--- config.mk ---
export PLATFORM = sky130hd
export DESIGN_NAME = cache_writeback_unit_flat
export DESIGN_NICKNAME = d
export VERILOG_FILES = /design/src/rtl/cache_writeback_unit_pkg.sv /design/src/rtl/cache_writeback_unit_if.sv /design/src/rtl/cache_writeback_unit_buffer.sv /design/src/rtl/cache_writeback_unit.sv /design/src/flat_wrapper.sv
export SDC_FILE = /design/constraint.sdc
export NUM_CORES = 1
export LEC_CHECK = 0
export ABC_AREA = 1
export CORE_UTILIZATION = 35
export CTS_CLUSTER_SIZE = 16
export DETAILED_ROUTE_END_ITERATION = 10
export GPL_ROUTABILITY_DRIVEN = 0
export PLACE_DENSITY = 0.73
export SLEW_MARGIN = 20
export SYNTH_ARGS = -nofsm -noshare
export SYNTH_HDL_FRONTEND = slang
export SYNTH_SLANG_ARGS = --single-unit
--- constraint.sdc ---
create_clock -name clk_i -period 4.99 [get_ports clk_i]
set_input_delay 0.998 -clock clk_i [delete_from_list [all_inputs] [get_ports clk_i]]
set_output_delay 0.998 -clock clk_i [all_outputs]
set_load 0.03 [all_outputs]
--- src/rtl/cache_writeback_unit_pkg.sv ---
// Shared types for the cache line writeback path.
// Latency: n/a (types and constants only).
// Backpressure: n/a.
package cache_writeback_unit_pkg;

  // One word of the cache data store / memory write channel.
  typedef logic [31:0] data_word_t;

  // Line drain sequencer states.
  typedef enum logic [1:0] {
    IDLE   = 2'd0,
    ACTIVE = 2'd1,
    DONE   = 2'd2
  } writeback_fsm_t;

  // Byte offset bits inside one 32-bit word.
  localparam int unsigned WORD_OFFSET_BITS = 2;

  // Skid capacity needed to absorb one-cycle read latency at full rate.
  localparam int unsigned WB_BUF_DEPTH = 2;

endpackage

--- src/rtl/cache_writeback_unit_if.sv ---
// Bundle of controller, data-store and memory-channel signals of the writeback unit.
// Latency: n/a (wiring only).
// Backpressure: mem_ready_i is the only stall input; slave = unit, master = surrounding logic.
interface cache_writeback_unit_if #(
  parameter int ADDR_WIDTH   = 32,
  parameter int BANK_ADDRESS = 4,
  parameter int PADDR_WIDTH  = 32
);
  import cache_writeback_unit_pkg::*;

  // Controller side
  logic                    writeback_i;
  logic [ADDR_WIDTH-1:0]   writeback_index_i;
  logic [PADDR_WIDTH-1:0]  writeback_address_i;
  logic                    busy_o;
  logic                    done_o;

  // Data store side
  logic                    cache_read_o;
  logic [BANK_ADDRESS-1:0] cache_read_bank_o;
  logic [ADDR_WIDTH-1:0]   cache_read_address_o;
  data_word_t              cache_read_data_i;

  // Memory write channel
  logic                    mem_valid_o;
  logic [PADDR_WIDTH-1:0]  mem_address_o;
  data_word_t              mem_data_o;
  logic                    mem_last_o;
  logic                    mem_ready_i;

  modport slave (
    input  writeback_i, writeback_index_i, writeback_address_i,
    input  cache_read_data_i, mem_ready_i,
    output busy_o, done_o,
    output cache_read_o, cache_read_bank_o, cache_read_address_o,
    output mem_valid_o, mem_address_o, mem_data_o, mem_last_o
  );

  modport master (
    output writeback_i, writeback_index_i, writeback_address_i,
    output cache_read_data_i, mem_ready_i,
    input  busy_o, done_o,
    input  cache_read_o, cache_read_bank_o, cache_read_address_o,
    input  mem_valid_o, mem_address_o, mem_data_o, mem_last_o
  );

endinterface

--- src/rtl/cache_writeback_unit_buffer.sv ---
// Two-entry FIFO holding words read from the data store until memory accepts them.
// Latency: pushed word is visible at head the cycle after the push edge.
// Backpressure: no internal stall; the reader throttles issue so push never hits a full buffer.
module writeback_buffer
  import cache_writeback_unit_pkg::*;
(
  input  logic       clk_i,
  input  logic       rst_i,
  input  logic       push_i,
  input  data_word_t push_data_i,
  input  logic       pop_i,
  output data_word_t head_o,
  output logic       full_o,
  output logic       empty_o,
  output logic [1:0] count_o
);

  data_word_t mem_q [WB_BUF_DEPTH];
  logic       wr_ptr_q;
  logic       rd_ptr_q;
  logic [1:0] count_q;

  // Storage, pointers and occupancy; storage is cleared so the head reads 0 out of reset.
  always_ff @(posedge clk_i or posedge rst_i) begin
    if (rst_i) begin
      mem_q[0] <= '0;
      mem_q[1] <= '0;
      wr_ptr_q <= 1'b0;
      rd_ptr_q <= 1'b0;
      count_q  <= 2'd0;
    end else begin
      if (push_i) begin
        mem_q[wr_ptr_q] <= push_data_i;
        wr_ptr_q        <= ~wr_ptr_q;
      end
      if (pop_i) begin
        rd_ptr_q <= ~rd_ptr_q;
      end
      count_q <= count_q + {1'b0, push_i} - {1'b0, pop_i};
    end
  end

  assign head_o  = mem_q[rd_ptr_q];
  assign empty_o = (count_q == 2'd0);
  assign full_o  = (count_q == 2'd2);
  assign count_o = count_q;

endmodule

--- src/rtl/cache_writeback_unit.sv ---
// Drains one cache line, word by word in bank order, from the data store to the memory write channel.
// Latency: start at edge T0 -> first read in T1 -> first mem_valid_o in T3; then 1 word/cycle.
// Backpressure: mem_ready_i low holds the head word stable and throttles reads to two outstanding words.
module cache_writeback_unit
  import cache_writeback_unit_pkg::*;
#(
  parameter int ADDR_WIDTH   = 32,
  parameter int BANK_ADDRESS = 4,
  parameter int PADDR_WIDTH  = 32
) (
  input  logic                   clk_i,
  input  logic                   rst_i,
  cache_writeback_unit_if.slave  wb
);

  // Clears the in-line byte offset so addresses start at the line boundary.
  localparam logic [PADDR_WIDTH-1:0] LINE_MASK =
    ~((PADDR_WIDTH'(1) << (BANK_ADDRESS + WORD_OFFSET_BITS)) - PADDR_WIDTH'(1));
  localparam logic [BANK_ADDRESS:0]   ISSUE_ONE = 1;
  localparam logic [BANK_ADDRESS-1:0] SEND_ONE  = 1;

  writeback_fsm_t           state_q;
  logic [ADDR_WIDTH-1:0]    index_q;
  logic [PADDR_WIDTH-1:0]   base_q;
  logic [BANK_ADDRESS:0]    issue_q;     // reads issued; MSB set once the whole line is requested
  logic [BANK_ADDRESS-1:0]  send_q;      // words accepted by memory
  logic                     inflight_q;  // a read was issued last cycle, data arrives now

  data_word_t buf_head;
  logic       buf_full;
  logic       buf_empty;
  logic [1:0] buf_count;
  logic       buf_push;
  logic       pop;
  logic       start;
  logic       send_last;
  logic       rd_issue;
  logic [2:0] occ_after_pop;

  assign start     = wb.writeback_i && (state_q != ACTIVE);
  assign pop       = !buf_empty && wb.mem_ready_i;
  assign send_last = (send_q == '1);

  // Words that will be held once this cycle's pop and the in-flight read settle;
  // keeping this below two means the read issued now always finds a free slot.
  assign occ_after_pop = {1'b0, buf_count} + {2'b00, inflight_q} - {2'b00, pop};
  assign rd_issue      = (state_q == ACTIVE) && !issue_q[BANK_ADDRESS] && (occ_after_pop < 3'd2);

  // Full-with-no-pop can not coincide with returning data; the guard only documents that.
  assign buf_push = inflight_q && (!buf_full || pop);

  // Sequencer: start latching, read issue count, send count and line completion.
  always_ff @(posedge clk_i or posedge rst_i) begin
    if (rst_i) begin
      state_q    <= IDLE;
      index_q    <= '0;
      base_q     <= '0;
      issue_q    <= '0;
      send_q     <= '0;
      inflight_q <= 1'b0;
    end else begin
      inflight_q <= rd_issue;
      if (start) begin
        index_q <= wb.writeback_index_i;
        base_q  <= wb.writeback_address_i & LINE_MASK;
      end
      unique case (state_q)
        IDLE: begin
          issue_q <= '0;
          send_q  <= '0;
          if (start) state_q <= ACTIVE;
        end
        ACTIVE: begin
          if (rd_issue) issue_q <= issue_q + ISSUE_ONE;
          if (pop) begin
            send_q <= send_q + SEND_ONE;
            if (send_last) state_q <= DONE;
          end
        end
        DONE: begin
          issue_q <= '0;
          send_q  <= '0;
          state_q <= start ? ACTIVE : IDLE;
        end
        default: state_q <= IDLE;
      endcase
    end
  end

  writeback_buffer u_buffer (
    .clk_i       (clk_i),
    .rst_i       (rst_i),
    .push_i      (buf_push),
    .push_data_i (wb.cache_read_data_i),
    .pop_i       (pop),
    .head_o      (buf_head),
    .full_o      (buf_full),
    .empty_o     (buf_empty),
    .count_o     (buf_count)
  );

  assign wb.busy_o               = (state_q == ACTIVE);
  assign wb.done_o               = (state_q == DONE);
  assign wb.cache_read_o         = rd_issue;
  assign wb.cache_read_bank_o    = issue_q[BANK_ADDRESS-1:0];
  assign wb.cache_read_address_o = index_q;
  assign wb.mem_valid_o          = !buf_empty;
  assign wb.mem_data_o           = buf_head;
  assign wb.mem_address_o        = base_q + (PADDR_WIDTH'(send_q) << WORD_OFFSET_BITS);
  assign wb.mem_last_o           = !buf_empty && send_last;

endmodule

--- src/flat_wrapper.sv ---
// flat-port wrapper written by rule: the top's interface ports become plain ports
module cache_writeback_unit_flat import cache_writeback_unit_pkg::*;
#(
  parameter int ADDR_WIDTH   = 32,
  parameter int BANK_ADDRESS = 4,
  parameter int PADDR_WIDTH  = 32
)
  (clk_i, rst_i, wb_writeback_i, wb_writeback_index_i, wb_writeback_address_i, wb_cache_read_data_i, wb_mem_ready_i, wb_busy_o, wb_done_o, wb_cache_read_o, wb_cache_read_bank_o, wb_cache_read_address_o, wb_mem_valid_o, wb_mem_address_o, wb_mem_data_o, wb_mem_last_o);
  cache_writeback_unit_if #(.ADDR_WIDTH(ADDR_WIDTH), .BANK_ADDRESS(BANK_ADDRESS), .PADDR_WIDTH(PADDR_WIDTH)) wb_i ();
  input  logic clk_i;
  input  logic rst_i;
  input wire logic [$bits(wb_i.writeback_i)-1:0] wb_writeback_i;
  input wire logic [$bits(wb_i.writeback_index_i)-1:0] wb_writeback_index_i;
  input wire logic [$bits(wb_i.writeback_address_i)-1:0] wb_writeback_address_i;
  input wire logic [$bits(wb_i.cache_read_data_i)-1:0] wb_cache_read_data_i;
  input wire logic [$bits(wb_i.mem_ready_i)-1:0] wb_mem_ready_i;
  output wire logic [$bits(wb_i.busy_o)-1:0] wb_busy_o;
  output wire logic [$bits(wb_i.done_o)-1:0] wb_done_o;
  output wire logic [$bits(wb_i.cache_read_o)-1:0] wb_cache_read_o;
  output wire logic [$bits(wb_i.cache_read_bank_o)-1:0] wb_cache_read_bank_o;
  output wire logic [$bits(wb_i.cache_read_address_o)-1:0] wb_cache_read_address_o;
  output wire logic [$bits(wb_i.mem_valid_o)-1:0] wb_mem_valid_o;
  output wire logic [$bits(wb_i.mem_address_o)-1:0] wb_mem_address_o;
  output wire logic [$bits(wb_i.mem_data_o)-1:0] wb_mem_data_o;
  output wire logic [$bits(wb_i.mem_last_o)-1:0] wb_mem_last_o;
  assign wb_i.writeback_i = wb_writeback_i;
  assign wb_i.writeback_index_i = wb_writeback_index_i;
  assign wb_i.writeback_address_i = wb_writeback_address_i;
  assign wb_i.cache_read_data_i = wb_cache_read_data_i;
  assign wb_i.mem_ready_i = wb_mem_ready_i;
  assign wb_busy_o = wb_i.busy_o;
  assign wb_done_o = wb_i.done_o;
  assign wb_cache_read_o = wb_i.cache_read_o;
  assign wb_cache_read_bank_o = wb_i.cache_read_bank_o;
  assign wb_cache_read_address_o = wb_i.cache_read_address_o;
  assign wb_mem_valid_o = wb_i.mem_valid_o;
  assign wb_mem_address_o = wb_i.mem_address_o;
  assign wb_mem_data_o = wb_i.mem_data_o;
  assign wb_mem_last_o = wb_i.mem_last_o;
  cache_writeback_unit #(.ADDR_WIDTH(ADDR_WIDTH), .BANK_ADDRESS(BANK_ADDRESS), .PADDR_WIDTH(PADDR_WIDTH)) u_core (.clk_i(clk_i), .rst_i(rst_i), .wb(wb_i));
endmodule
======== After elaboration in Yosys (flattened, before gate mapping) ========
Cells that the tools add are included.
storage, ports and cells
  bits of input ports ..................... 100
  register bits after elaboration ......... 138
operators by class
  multiplexer cells ....................... 15
  eq/ne operators ......................... 9
  bitwise logic cells ..................... 4
  reduce and logical (&&, ||, !) cells .... 18
  $add $sub $neg .......................... 7
  magnitude comparators ................... 4
operators with widths
  operator                                                                  number
  32-bit 2-to-1 mux                                                         4
  64-bit bitwise mux                                                        1
  32-bit by 6-bit adder with 32-bit output                                  1
  32-bit demux with 1-bit select                                            1
  2-bit by 1-bit inequality test with 1-bit output (second input constant)  5
  5-bit one-hot mux with 2 select lines                                     1
  4-bit one-hot mux with 2 select lines                                     1
  1-bit logical AND                                                         7
  2-bit 2-to-1 mux                                                          3
  2-bit one-hot mux with 3 select lines                                     1
  5-bit by 1-bit adder with 5-bit output (second input constant)            1
  5-bit 2-to-1 mux                                                          1
  4-bit by 1-bit adder with 4-bit output (second input constant)            1
  2-bit equality test (second input constant)                               2
  4-bit equality test (second input constant)                               1
  2-bit >= comparator (second input constant)                               2
  2-bit logical NOT                                                         2
  4-bit 2-to-1 mux                                                          1
  1-bit NOT with 2-bit output                                               2
  2-bit AND reduction                                                       2
  2-bit by 1-bit adder with 3-bit output                                    1
  1-bit logical NOT                                                         3
  3-bit by 2-bit < comparator with 1-bit output (second input constant)     1
  3-bit AND reduction                                                       1
  other kinds (10)                                                          11

======== Depth between registers and ports, before layout ========
  word-level depth ........................ 8
  depth in mapped cells ................... 13

======== Hierarchy ========
Synthesis repeated with hierarchy kept, for this count alone.
unflattened totals
  cells, all modules ...................... 717
  area, all modules ....................... 6,034.5 um2
modules (own cells, without submodules)
  module                sequential area each (um2)  cells an instance  instances  area each (um2)
  cache_writeback_unit  1,751.7                     353                1          3,045.4
  writeback_buffer      1,701.6                     364                1          2,989.1

======== Worst setup path after synthesis ========
OpenSTA, ideal clock, no wires.
  path kind ............................... in2out
  start point ............................. input wb_mem_ready_i
  end point ............................... output wb_cache_read_o
  slack ................................... 1.477 ns
  cell stages on the path ................. 10
  buffers on the path ..................... 0
  data arrival time ....................... 2.515 ns
  required time ........................... 3.992 ns
  cell sequence ........................... inv_2 > nor2_2 > ha_1 > inv_1 > nand2_1 > fa_1 > nand2_1 > nor2_1 > nand2_1 > inv_1
between the ends
  word-level cells in the longest chain between the ends .. 4
RTL lines
  item                                           line                        RTL
  from (decl)                                    flat_wrapper.sv:16          input wire logic [$bits(wb_i.mem_ready_i)-1:0] wb_mem_ready_i;
  1-bit logical AND                              cache_writeback_unit.sv:41  assign pop = !buf_empty && wb.mem_ready_i;
  net u_core.pop                                 cache_writeback_unit.sv:34  logic pop;
  3-bit by 1-bit subtractor with 3-bit output    cache_writeback_unit.sv:46  assign occ_after_pop = {1'b0, buf_count} + {2'b00, inflight_q} - {2'b00, pop};
  3-bit by 2-bit < comparator with 1-bit output  cache_writeback_unit.sv:47  assign rd_issue = (state_q == ACTIVE) && !issue_q[BANK_ADDRESS] && (occ_after_pop < 3'd2);
  1-bit logical AND                              cache_writeback_unit.sv:47
  to (decl)                                      flat_wrapper.sv:19          output wire logic [$bits(wb_i.cache_read_o)-1:0] wb_cache_read_o;
The timed path passes the listed nets, and every way through them passes these cells.

======== Worst setup path in the final report ========
Same ends and word-level chain as after synthesis.

==> impl_metrics.env <==
export IMPL_pwr_density_cell_nw_per_um2=651
export IMPL_arrival_ns=3.71
export IMPL_wl_per_cell_um=13.1
export IMPL_cts_resized=0
export IMPL_hold_viol=0
export IMPL_area_growth_syn_to_layout_pct=42.3
export IMPL_hp_class="flip-flop to flip-flop"
export IMPL_syn_inst=742
export IMPL_seqCellArea_um2=3450
export IMPL_period_needed_ns=4.71
export IMPL_slew_violations=0
export IMPL_num_antenna_cells=0
export IMPL_post_cts_repair_setup_buffers=0
export IMPL_drv_cap=0
export IMPL_nFillCells=1617
export IMPL_wl_met2_um=6830
export IMPL_grt_remaining_overflow=0
export IMPL_die_area_um2=17900
export IMPL_final_nets=1024
export IMPL_ioPinCount=205
export IMPL_core_area_um2=16800
export IMPL_period_share_pct=94.4
export IMPL_path_class="primary input to primary output"
export IMPL_synth_seq_cells=138
export IMPL_post_route_cells_drive_above_1_share_pct=5.26
export IMPL_placed_area_um2=8060
export IMPL_rsz0062_at_grt="no"
export IMPL_slew_headroom_pct=30.3
export IMPL_dp_final_hpwl_um=9600
export IMPL_worstSkewPairLatency_ns=0.42
export IMPL_synth_area_um2=6060
export IMPL_grt_first_pass_wirelength_um=25300
export IMPL_finClkSkew_ns=0.00903
export IMPL_port_buffers=196
export IMPL_leakagePower_nw=4.39
export IMPL_track_usage_pct=18.1
export IMPL_fp_dieH_um=134
export IMPL_critPathCaptureType="primary output"
export IMPL_hold_buffers=0
export IMPL_ys_warn_count=0
export IMPL_initial_core_util_pct=36.2
export IMPL_synthDistinctLibCells=22
export IMPL_first_global_vias=5055
export IMPL_fin_area_um2=8630
export IMPL_drc=0
export IMPL_antenna_found_initial=0
export IMPL_cts_tree="yes"
export IMPL_crit_required_ns=3.99
export IMPL_route_vias_total=5233
export IMPL_rows=47
export IMPL_dr_first_iter_drc_count=295
export IMPL_wl_met1_um=6660
export IMPL_die_w_um=134
export IMPL_met3_wirelength_um=1420
export IMPL_ir_drop_uv=290
export IMPL_worst_path_max_fanout=6
export IMPL_yosysSeqAreaShare_pct=57.0
export IMPL_via_per_inst=4.55
export IMPL_cts_sinks=138
export IMPL_status="finished, final reports clean"
export IMPL_synth_area_per_cell_um2=8.17
export IMPL_tightest_slew_ns=1.04
export IMPL_top_signal_layer_used="met4"
export IMPL_setup_viol=0
export IMPL_clock_fmax_mhz=212
export IMPL_multi_input_area_um2=2260
export IMPL_ant_nets=0
export IMPL_cp_start_kind="primary input"
export IMPL_cts_buffers=17
export IMPL_firstDrtPassIters=5
export IMPL_clk_path_buf_depth=2
export IMPL_final_setup_tns_ns=0
export IMPL_grt_max_degree=94
export IMPL_wirelength_um=15100
export IMPL_h_tree_depth=4
export IMPL_clkTransAtPathRegs_ns=0.06
export IMPL_root_buffer="clkbuf_16"
cells in the mapped netlist, drive strengths merged:
library cell / instances / area share, %
buf: 32 / 3.9
inv: 20 / 1.2
xor2: 2 / 0.29
nand2: 440 / 28
clkbuf: 13 / 0.80
nand3b: 1 / 0.12
fa: 1 / 0.33
xnor2: 3 / 0.43
ha: 5 / 1.0
nand3: 70 / 5.8
dfrtp: 138 / 57
o21ai: 3 / 0.25
nand4: 2 / 0.21
conb: 1 / 0.062
nor2: 11 / 0.97
cells by family (layout without fill, tap and decap cells):
kind of cell	count (synthesis)	in the layout	synth area share, %
simple gates	524	524	34.7
flops	138	138	57.0
buf+inv	65	253	5.92
fa+ha+maj	6	6	1.36
xor+xnor	5	5	0.722
compound gates	3	3	0.248
other cells	1	2	0.0618
cells in the final DEF (no fill, tap or decap), types with 2 or more instances in the layout:
| master | synthesis | routed |
|---|---|---|
| buf_4 | 15 | 5 |
| clkinv_2 | 0 | 2 |
| nand4_1 | 2 | 2 |
| nor2_1 | 8 | 8 |
| nand3_1 | 70 | 70 |
| inv_2 | 3 | 3 |
| inv_6 | 0 | 3 |
| ha_1 | 5 | 5 |
| dfrtp_1 | 138 | 138 |
| clkdlybuf4s50_1 | 0 | 195 |
| conb_1 | 1 | 2 |
| nand2_4 | 3 | 4 |
| xor2_1 | 2 | 2 |
| clkinvlp_4 | 0 | 6 |
| clkbuf_16 | 0 | 17 |
| nor2_4 | 2 | 2 |
| inv_1 | 17 | 15 |
| clkinv_4 | 0 | 2 |
| nand2_1 | 436 | 435 |
| xnor2_1 | 3 | 3 |
| o21ai_0 | 3 | 3 |
cell type report:
class	instances	share of cell area, %
clock buffer	19	5.13
clock inverter	13	1.39
inverter	20	0.928
multi-input combinational	540	26.2
sequential	138	40.0
tap	220	3.19
timing repair buffer	201	23.1
metrics by stage:
| stage | instances | util, % | hold WS, ns | worst slack [ns] | total power, mW |
|---|---|---|---|---|---|
| 6_report | 1151 | 51.5 | 0.466 | 0.281 | 5.62 |
| 5_1_grt | 1151 | 51.5 | 0.482 | 0.0563 | 5.99 |
| 4_1_cts | 1151 | 51.5 | 0.472 | 0.251 | 5.67 |
| 3_5_place_dp | 1119 | 48.1 | 0.457 | 0.250 | 4.45 |
| 3_3_place_gp | 1119 | 48.1 | 0.453 | 0.310 | 4.40 |
| 2_1_floorplan | 743 | - | 0.442 | 0.296 | 3.45 |
sequential cells by signal, summed over array words and instances (netlist names):
name,count
u_core.u_buffer.wr_ptr_q,1
u_core.base_q,26
u_core.u_buffer.mem_q,64
u_core.issue_q,5
u_core.inflight_q,1
u_core.u_buffer.count_o,2
u_core.u_buffer.rd_ptr_q,1
u_core.send_q,4
u_core.wb.cache_read_address_o,32
u_core.state_q,2
path summary, 6_finish.rpt:
path	startpoint	to	slack, ns	depth (start not counted)
setup / recovery	wb_mem_ready_i	wb_cache_read_o	0.28	12
hold / removal	u_core.wb.cache_read_address_o[3]$_DFFE_PP0P_	u_core.wb.cache_read_address_o[3]$_DFFE_PP0P_	0.47	2
setup reg to reg	u_core.u_buffer.count_o[1]$_DFF_PP0_	u_core.issue_q[4]$_DFFE_PP0P_	2.70	12
hold reg to reg	u_core.wb.cache_read_address_o[3]$_DFFE_PP0P_	u_core.wb.cache_read_address_o[3]$_DFFE_PP0P_	0.47	2
max in group asynchronous	rst_i	u_core.u_buffer.mem_q[5]$_DFFE_PP0P_	3.01	3
min in group asynchronous	rst_i	u_core.base_q[9]$_DFFE_PP0P_	1.14	2
critical path, cell delays in order:
cell	delay, ns
clkdlybuf4s50_1	0.49
inv_2	0.05
nor2_2	0.18
ha_1	0.26
inv_1	0.05
nand2_1	0.06
fa_1	0.52
nand2_1	0.05
nor2_1	0.08
nand2_1	0.14
inv_1	0.14
clkdlybuf4s50_1	0.68
power by group:
part	switching (mW)	internal, mW
clock network	0.500	0.700
registers	0.269	1.56
logic	1.59	1.01
metal layers:
layer,up-vias,track usage (%)
li1,2619,-
met1,2399,23.3
met2,201,27.5
met3,14,6.85
met4,0,6.94
met5,-,0
(Power assumes the default switching activity.)
